[config.mk]
export PLATFORM = sky130hd
export DESIGN_NAME = sprite_color_mapper
export DESIGN_NICKNAME = d
export VERILOG_FILES = /design/src/rtl/sprite_pkg.sv /design/src/rtl/sprite_cov_lane.sv /design/src/rtl/sprite_color_mapper.sv
export SDC_FILE = /design/constraint.sdc
export NUM_CORES = 2
export LEC_CHECK = 0
export ABC_AREA = 1
export BUFFER_PORTS_ARGS = -buffer_cell sky130_fd_sc_hd__buf_2
export CORE_ASPECT_RATIO = 0.5
export CORE_MARGIN = 1
export CORE_UTILIZATION = 57
export CTS_BUF_LIST = sky130_fd_sc_hd__clkbuf_8
export DETAILED_ROUTE_END_ITERATION = 8
export MAX_ROUTING_LAYER = met4
export PLACE_DENSITY = 0.78
export SLEW_MARGIN = 0
export SYNTH_ARGS = -nofsm -noshare
export SYNTH_HDL_FRONTEND = slang
export SYNTH_SLANG_ARGS = --single-unit
export TNS_END_PERCENT = 100
[constraint.sdc]
create_clock -name Clk -period 22.7 [get_ports Clk]
set_input_delay 0 -clock Clk [delete_from_list [all_inputs] [get_ports Clk]]
set_output_delay 0 -clock Clk [all_outputs]
set_load 0.1 [all_outputs]
[src/rtl/sprite_pkg.sv]
// Shared types and constants for the sprite colour mapper and its per-sprite
// coverage lanes.
package sprite_pkg;

    localparam int MAX_SPR = 8;
    localparam int IDX_W   = $clog2(MAX_SPR);
    localparam int COORD_W = 10;

    typedef logic [COORD_W-1:0] coord_t;

    typedef struct packed {
        logic [7:0] r;
        logic [7:0] g;
        logic [7:0] b;
    } rgb_t;

    typedef enum logic {
        BG_GRADIENT = 1'b0,
        BG_SOLID    = 1'b1
    } bg_mode_e;

    // Column-banded blue ramp; col is DrawX[9:3].
    function automatic logic [7:0] gradient_blue(input logic [6:0] col);
        return 8'h7F - {1'b0, col};
    endfunction

endpackage

[src/rtl/sprite_cov_lane.sv]
// One sprite's coverage test: signed offsets and squares in stage 1, the
// square/circle decision in stage 2. Sprite attributes ride along with the pixel.
module sprite_cov_lane
    import sprite_pkg::*;
#(
    parameter int CW = 10
) (
    input  logic          clk,
    input  logic [CW-1:0] draw_x,
    input  logic [CW-1:0] draw_y,
    input  logic [CW-1:0] spr_x,
    input  logic [CW-1:0] spr_y,
    input  logic [CW-1:0] spr_size,
    input  logic          spr_en,
    input  logic          spr_mode,
    input  rgb_t          spr_color,
    output logic          cov,
    output rgb_t          color
);

    localparam int SQ_W  = 2*CW + 2;
    localparam int SUM_W = 2*CW + 3;

    function automatic logic [CW-1:0] magnitude(input logic signed [CW:0] d);
        return CW'(d[CW] ? -d : d);
    endfunction

    function automatic logic [SQ_W-1:0] square(input logic [CW-1:0] a);
        return SQ_W'(a) * SQ_W'(a);
    endfunction

    logic signed [CW:0] dx, dy;
    logic [CW-1:0]      adx, ady;

    // Zero-extend before subtracting so edge sprites clip instead of wrapping.
    assign dx  = $signed({1'b0, draw_x}) - $signed({1'b0, spr_x});
    assign dy  = $signed({1'b0, draw_y}) - $signed({1'b0, spr_y});
    assign adx = magnitude(dx);
    assign ady = magnitude(dy);

    // Stage 1
    logic            in_box_p1, en_p1, mode_p1;
    logic [SQ_W-1:0] dx2_p1, dy2_p1, size2_p1;
    rgb_t            color_p1;

    always_ff @(posedge clk) begin
        in_box_p1 <= (adx <= spr_size) && (ady <= spr_size);
        dx2_p1    <= square(adx);
        dy2_p1    <= square(ady);
        size2_p1  <= square(spr_size);
        en_p1     <= spr_en;
        mode_p1   <= spr_mode;
        color_p1  <= spr_color;
    end

    // Stage 2
    logic [SUM_W-1:0] dist2;

    assign dist2 = SUM_W'(dx2_p1) + SUM_W'(dy2_p1);

    always_ff @(posedge clk) begin
        cov   <= en_p1 && in_box_p1 && (!mode_p1 || dist2 <= SUM_W'(size2_p1));
        color <= color_p1;
    end

endmodule

[src/rtl/sprite_color_mapper.sv]
// Multi-sprite pixel colour resolver: per-frame shadowed sprite geometry,
// two-stage coverage pipeline and fixed lowest-index-wins priority.
module sprite_color_mapper
    import sprite_pkg::*;
#(
    parameter int          NUM_SPR  = 4,
    parameter int          CW       = 10,
    parameter int          BG_MODE  = 0,
    parameter logic [23:0] BG_COLOR = 24'h000000
) (
    input  logic                    Clk,
    input  logic                    Reset_n,
    input  logic                    frame_start,
    input  logic                    pix_valid,
    input  logic [CW-1:0]           DrawX,
    input  logic [CW-1:0]           DrawY,
    input  logic [NUM_SPR*CW-1:0]   SprX,
    input  logic [NUM_SPR*CW-1:0]   SprY,
    input  logic [NUM_SPR*CW-1:0]   SprSize,
    input  logic [NUM_SPR-1:0]      SprEn,
    input  logic [NUM_SPR-1:0]      SprMode,
    input  logic [NUM_SPR*24-1:0]   SprColor,
    output logic [7:0]              Red,
    output logic [7:0]              Green,
    output logic [7:0]              Blue,
    output logic                    out_valid,
    output logic                    hit,
    output logic [IDX_W-1:0]        hit_idx
);

    // Reset asserts immediately but releases only on a clock edge.
    logic [1:0] rst_sync;
    logic       rst_n;

    always_ff @(posedge Clk or negedge Reset_n) begin
        if (!Reset_n) rst_sync <= 2'b00;
        else          rst_sync <= {rst_sync[0], 1'b1};
    end

    assign rst_n = rst_sync[1];

    logic [NUM_SPR*CW-1:0] sh_x, sh_y, sh_size;
    logic [NUM_SPR-1:0]    sh_en, sh_mode;
    logic [NUM_SPR*24-1:0] sh_color;

    always_ff @(posedge Clk or negedge rst_n) begin
        if (!rst_n) begin
            sh_x     <= '0;
            sh_y     <= '0;
            sh_size  <= '0;
            sh_en    <= '0;
            sh_mode  <= '0;
            sh_color <= '0;
        end else if (frame_start) begin
            sh_x     <= SprX;
            sh_y     <= SprY;
            sh_size  <= SprSize;
            sh_en    <= SprEn;
            sh_mode  <= SprMode;
            sh_color <= SprColor;
        end
    end

    // Stage 1 / stage 2 delay line for valid and the gradient column
    logic       vld_p1, vld_p2;
    logic [6:0] grad_p1, grad_p2;

    always_ff @(posedge Clk or negedge rst_n) begin
        if (!rst_n) begin
            vld_p1 <= 1'b0;
            vld_p2 <= 1'b0;
        end else begin
            vld_p1 <= pix_valid;
            vld_p2 <= vld_p1;
        end
    end

    always_ff @(posedge Clk) begin
        grad_p1 <= DrawX[9:3];
        grad_p2 <= grad_p1;
    end

    logic [NUM_SPR-1:0] cov_p2;
    rgb_t               color_p2 [NUM_SPR];

    for (genvar i = 0; i < NUM_SPR; i++) begin : g_lane
        sprite_cov_lane #(.CW(CW)) u_lane (
            .clk       (Clk),
            .draw_x    (DrawX),
            .draw_y    (DrawY),
            .spr_x     (sh_x[i*CW +: CW]),
            .spr_y     (sh_y[i*CW +: CW]),
            .spr_size  (sh_size[i*CW +: CW]),
            .spr_en    (sh_en[i]),
            .spr_mode  (sh_mode[i]),
            .spr_color (sh_color[i*24 +: 24]),
            .cov       (cov_p2[i]),
            .color     (color_p2[i])
        );
    end

    rgb_t             bg_color, sel_color, hold_color;
    logic             sel_hit, hold_hit;
    logic [IDX_W-1:0] sel_idx, hold_idx;

    assign bg_color = (BG_MODE == int'(BG_SOLID)) ? rgb_t'(BG_COLOR)
                                                  : rgb_t'({16'h0000, gradient_blue(grad_p2)});

    // Scan high to low so the lowest covering index is the last assignment.
    always_comb begin
        sel_color = bg_color;
        sel_hit   = 1'b0;
        sel_idx   = '0;
        for (int i = NUM_SPR - 1; i >= 0; i--) begin
            if (cov_p2[i]) begin
                sel_color = color_p2[i];
                sel_hit   = 1'b1;
                sel_idx   = IDX_W'(i);
            end
        end
    end

    always_ff @(posedge Clk or negedge rst_n) begin
        if (!rst_n) begin
            hold_color <= '0;
            hold_hit   <= 1'b0;
            hold_idx   <= '0;
        end else if (vld_p2) begin
            hold_color <= sel_color;
            hold_hit   <= sel_hit;
            hold_idx   <= sel_idx;
        end
    end

    assign out_valid          = vld_p2;
    assign {Red, Green, Blue} = vld_p2 ? sel_color : hold_color;
    assign hit                = vld_p2 ? sel_hit   : hold_hit;
    assign hit_idx            = vld_p2 ? sel_idx   : hold_idx;

endmodule

After elaboration in Yosys (flattened, before gate mapping)
Cells that the tools add are included.
{"block": "op_classes", "add_sub_neg": 21, "multipliers": 12, "magnitude_cmp": 12, "muxes": 23, "reduce_logical": 20}
{"cell": "10-bit by 10-bit multiplier with 20-bit output", "count": 12}
{"cell": "24-bit 2-to-1 mux", "count": 5}
{"cell": "23-bit by 20-bit less-or-equal comparator with 1-bit output", "count": 4}
{"cell": "10-bit by 10-bit subtractor with 11-bit output", "count": 8}
{"cell": "20-bit by 20-bit adder with 21-bit output", "count": 4}
{"cell": "10-bit less-or-equal comparator", "count": 8}
{"cell": "10-bit 2-to-1 mux", "count": 8}
{"cell": "10-bit negation", "count": 8}
{"cell": "1-bit logical AND", "count": 12}
{"cell": "3-bit 2-to-1 mux", "count": 3}
{"cell": "7-bit by 7-bit subtractor with 8-bit output, first input constant", "count": 1}
{"cell": "1-bit 2-to-1 mux", "count": 5}
{"cell": "1-bit zero test", "count": 4}
{"cell": "1-bit logical OR", "count": 4}
{"cell": "2-bit 2-to-1 mux", "count": 2}
{"block": "totals", "regBits": 718, "input_bits": 248, "out_inout_bits": 29, "word_cells": 156}

Longest topological paths before layout
{"block": "depth", "ltp_word": 6, "ltp_mapped": 36, "ltp_nobuf": 36}

Cells and area by module
A second synthesis with hierarchy kept.
{"block": "unflattened", "cells_unflattened": 7842, "hier_area_um2": 66565.1}
{"mod": "sprite_cov_lane (g_lane[2].u_lane)", "instances": 1, "cells_each": 1759, "area_per_inst_um2": 13860.8, "seq_area_each_um2": 2182.1}
{"mod": "sprite_cov_lane (g_lane[1].u_lane)", "instances": 1, "cells_each": 1764, "area_per_inst_um2": 13847.0, "seq_area_each_um2": 2182.1}
{"mod": "sprite_cov_lane (g_lane[0].u_lane)", "instances": 1, "cells_each": 1734, "area_per_inst_um2": 13819.5, "seq_area_each_um2": 2182.1}
{"mod": "sprite_cov_lane (g_lane[3].u_lane)", "instances": 1, "cells_each": 1748, "area_per_inst_um2": 13663.1, "seq_area_each_um2": 2182.1}
{"mod": "sprite_color_mapper", "instances": 1, "cells_each": 837, "area_per_inst_um2": 11374.7, "seq_area_each_um2": 6686.4}

Worst setup path before layout
Ideal clock, no wire load.
{"block": "synth_timing", "path_kind": "reg-to-reg", "from": "register sh_x[10]", "to": "register g_lane[1].u_lane.dx2_p1[16]", "setup_ps": 123, "arrival_time_ps": 5998, "required_time_ps": 22577, "setup_slack_ps": 16579, "stages_incl_launch_ff": 27, "n_path_buf": 0, "synth_period_minus_slack_ps": 6121, "cell_sequence": "dfrtp_1 ha_1 fa_1 inv_1 nor3_1 inv_1 nor3_1 nand3_1 nand2_1 nand3_1 nand2_2 inv_2 nor2_1 inv_1 fa_1 fa_1 inv_1 fa_1 fa_1 fa_1 ha_1 nand2_1 o21ai_0 a21boi_0 o21ai_0 a21oi_1 xor2_1"}
{"block": "synth_between", "elab_chain_cells": 4}
{"item": "start: declaration", "line": "sprite_color_mapper.sv:42", "source": "logic [NUM_SPR*CW-1:0] sh_x, sh_y, sh_size;"}
{"item": "start signal: assignment", "line": "sprite_color_mapper.sv:55", "source": "sh_x <= SprX;"}
{"item": "10-bit by 10-bit subtractor with 11-bit output *", "line": "sprite_cov_lane.sv:36", "source": "assign dx = $signed({1'b0, draw_x}) - $signed({1'b0, spr_x});"}
{"item": "10-bit negation", "line": "sprite_cov_lane.sv:25", "source": "return CW'(d[CW] ? -d : d);"}
{"item": "10-bit 2-to-1 mux *", "line": "sprite_cov_lane.sv:25"}
{"item": "10-bit by 10-bit multiplier with 20-bit output *", "line": "sprite_cov_lane.sv:29", "source": "return SQ_W'(a) * SQ_W'(a);"}
{"item": "end signal: assignment", "line": "sprite_cov_lane.sv:48", "source": "dx2_p1 <= square(adx);"}
{"item": "end: declaration", "line": "sprite_cov_lane.sv:43", "source": "logic [SQ_W-1:0] dx2_p1, dy2_p1, size2_p1;"}
Mark *: on every way between the ends. The rest lies on a longest branch, timed or not.
A chain may end at the register's enable or synchronous reset.

Worst setup path after layout
{"block": "layout_timing", "from": "register sh_x[32]", "to": "register g_lane[3].u_lane.dx2_p1[16]"}
{"block": "layout_between", "elab_chain_cells": 4}
{"item": "10-bit by 10-bit subtractor with 11-bit output *", "line": "sprite_cov_lane.sv:36"}
{"item": "10-bit negation", "line": "sprite_cov_lane.sv:25"}
{"item": "10-bit 2-to-1 mux *", "line": "sprite_cov_lane.sv:25"}
{"item": "10-bit by 10-bit multiplier with 20-bit output *", "line": "sprite_cov_lane.sv:29"}
{"item": "end signal: assignment", "line": "sprite_cov_lane.sv:48"}
{"item": "end: declaration", "line": "sprite_cov_lane.sv:43"}
Marks and branches as above.

==> impl_metrics.yaml <==
outcome:
  status: "finished, violations left"
  violations: "design-rule violations"
clock_tree:
  numCtsBuffers: 103
  root_buffer: "clkbuf_8"
  h-tree-depth: 3
  cts_tree: "done"
  insertion_delay_ns: 0.90
  cts_resized: 0
  cts_sinks: 706
  clock_path_buffers: 3
  clkTransAtPathRegs_ns: 0.08
global_route:
  grt_antenna_before_repair: 51
  grt_pass1_vias: 58104
  grt_max_degree: 115
  grt_pass1_wl_um: 311000
  grt_overflow: 0
  gr-usage-all-layers_pct: 35.8
timing:
  slew_violations: 0
  grt_setup_unrepaired: "false"
  finalHoldViolCount: 0
  min_period_over_period_pct: 32.9
  tns_ns: 0
  worst_slew_pin_slew_ns: 1.25
  setup_viol: 0
  slew_headroom_pct: 16.4
  fmax_mhz: 134
  period_needed_ns: 7.48
  skew_ns: 0.0851
worst_setup_path:
  arrival_ns: 8.30
  startpoint_type: "flip-flop"
  critPathMaxStageDelay_ns: 0.60
  required_ns: 23.52
  critPathKind: "reg -> reg"
  crit_top_cell: "nand2_1"
  end_kind: "flip-flop"
  cp_max_fo: 10
  rr_worst_depth: 27
  slowest_stage: "dfrtp_1"
logic_synthesis:
  yosys.area.top_type: "fa_1"
  yosys.cell_count.top_type: "inv_1"
  netlist.area_leader.share_pct: 17.4
  ys_warn_count: 0
  synthesis.nets: 9320
  synth_edf_count: 0
  syn-cell-area_um2: 64400
  synth.avg_cell_area_um2: 8.46
  async_flop_share_pct: 36.3
  ys_dominant_reg_cell: "dfxtp_1"
  synthTopCellsByArea: "fa_1 17%, ha_1 17%, dfxtp_1 14%"
  synthTopCellsByCount: "1496 x inv_1, 1393 x nand2_1, 895 x ha_1"
  ys_seq_elements: 706
  ys_seq_area_share_pct: 23.9
  synthDistinctLibCells: 68
  synthCells: 7616
layout:
  nets: 10159
  area_growth_syn_to_layout_pct: 17.2
  nFillCells: 8229
  design_area_um2: 75500
  drive_gt1_share_pct: 8.57
routing:
  ant_nets: 0
  wl_per_cell_um: 20.2
  drt_pass1_iterations: 9
  vias_per_cell: 5.68
  wirelength_um: 205000
  vias: 57485
  drt_iter0_markers: 6376
  route.detailed.drc: 1
floorplanning:
  start_util_pct: 58.0
  die_x_um: 477
  dieHeight_um: 240
  die-area_um2: 114000
  pin_count: 277
  rows: 86
  core-area_um2: 111000
worst_hold_path:
  hold_class: "in -> reg"
  hold_depth: 3
placed_design:
  hpwl_um: 129000
  gp_congestion: 0.974
  portBuffers: 276
  place_area_um2: 67300
job:
  drv_cap: 0
==> worst max-delay path: cells and delay by family, from the launching register on <==
family | cells | cell delay, ns
buffers and inverters | 3 | 0.32
DFF | 1 | 0.60
AOI/OAI and AO/OA | 5 | 1.59
and+or+nand+nor | 10 | 1.19
adders and majority gates | 7 | 3.22
xor gates and xnor gates | 2 | 0.47
==> through the flow <==
step / hold WS, ns / instances / setup slack [ns] / util [%]
after global placement: -0.214 / 9278 / 15.81 / 60.6
after detailed placement: -0.211 / 9278 / 15.68 / 60.6
after floorplan: -0.296 / 7616 / 15.04 / -
after CTS: 0.0000949 / 10038 / 15.72 / 67.8
final: 0.0467 / 10113 / 15.22 / 68.0
after global routing: 0.0245 / 10104 / 14.98 / 68.0
==> placed cells by master, fill, tap and decap left out, types with 9 or more instances in the layout <==
master and count:
xnor2_1 92, xor2_2 14, clkinv_2 12, dlygate4sd3_1 568, o21ai_0 328, o311ai_0 9
o2111ai_1 10, nand4_1 55, a21boi_0 13, a211oi_1 15, nor2_1 436, o21a_1 25
a31oi_1 32, mux2_2 112, inv_2 39, buf_2 275, nor4_1 18, xor2_1 256
clkbuf_8 129, diode_2 72, buf_4 13, inv_1 1525, nand2_1 1393, a21o_1 43
or2_2 16, nand2_2 31, dfxtp_1 450, a21oi_1 380, o21ai_1 11, o21bai_1 22
nand3b_1 32, dfrtp_1 255, nand3_1 241, a221oi_1 24, fa_1 561, nor3_1 66
ha_1 895, o211ai_1 34
==> layout make-up <==
| class | count | area [µm²] | share of cell area [%] |
|---|---|---|---|
| multi-input combinational | 5249 | 42700 | 56.6 |
| sequential | 706 | 15400 | 20.4 |
| timing repair buffer | 857 | 7170 | 9.50 |
| inverter | 1538 | 5780 | 7.66 |
| tap | 1496 | 1870 | 2.48 |
| clock buffer | 129 | 1780 | 2.35 |
| clock inverter | 66 | 589 | 0.781 |
| antenna | 72 | 180 | 0.239 |
==> path summary, 6_finish.rpt <==
path | from | to | slack [ns]
max | sh_x[32] | g_lane[3].u_lane.dx2_p1[16] | 15.22
min | SprX[10] | sh_x[10] | 0.05
max reg2reg | sh_x[32] | g_lane[3].u_lane.dx2_p1[16] | 15.22
min reg2reg | rst_sync[1] | sh_color[23] | 0.26
max in group asynchronous | rst_sync[1] | sh_y[10] | 20.51
min in group asynchronous | rst_sync[1] | sh_color[23] | 0.26
==> registers in the layout, summed over array words and instances (netlist names), 40 cells and up <==
register                count
sh_x                       40
g_lane.u_lane.dx2_p1       76
g_lane.u_lane.size2_p1     76
sh_size                    40
sh_color                   96
g_lane.u_lane.dy2_p1       76
sh_y                       40
g_lane.u_lane.color_p1     96
g_lane.u_lane.color        96
==> logic make-up (layout without fill, tap and decap cells) <==
kind of cell    count (synthesis)  after routing  synth area share, %
flops                         706            706                 23.9
xor+xnor                      377            377                 5.66
mux                           112            112                 1.96
buf+inv                      1661           2590                 9.77
simple gates                 2323           2323                 15.1
other cells                     1             73              0.00582
fa+ha+maj                    1456           1456                 34.8
compound gates                980            980                 8.76
==> metal layers <==
metal	routed length, µm	global-route usage, %	up-vias
li1	-	-	25872
met2	90800	55.7	3360
met4	16200	23.4	0
met3	20700	9.36	1357
met1	77100	41.0	26896
met5	0	-	-
==> what timing repair did <==
item	in CTS	in global routing
hold endpoints to repair	234	3
setup buffers	0	0
hold buffers	565	3
Power is left out: the tool's default activity adds up to more than one toggle a clock period on the data nets, which glitch-free logic cannot reach.
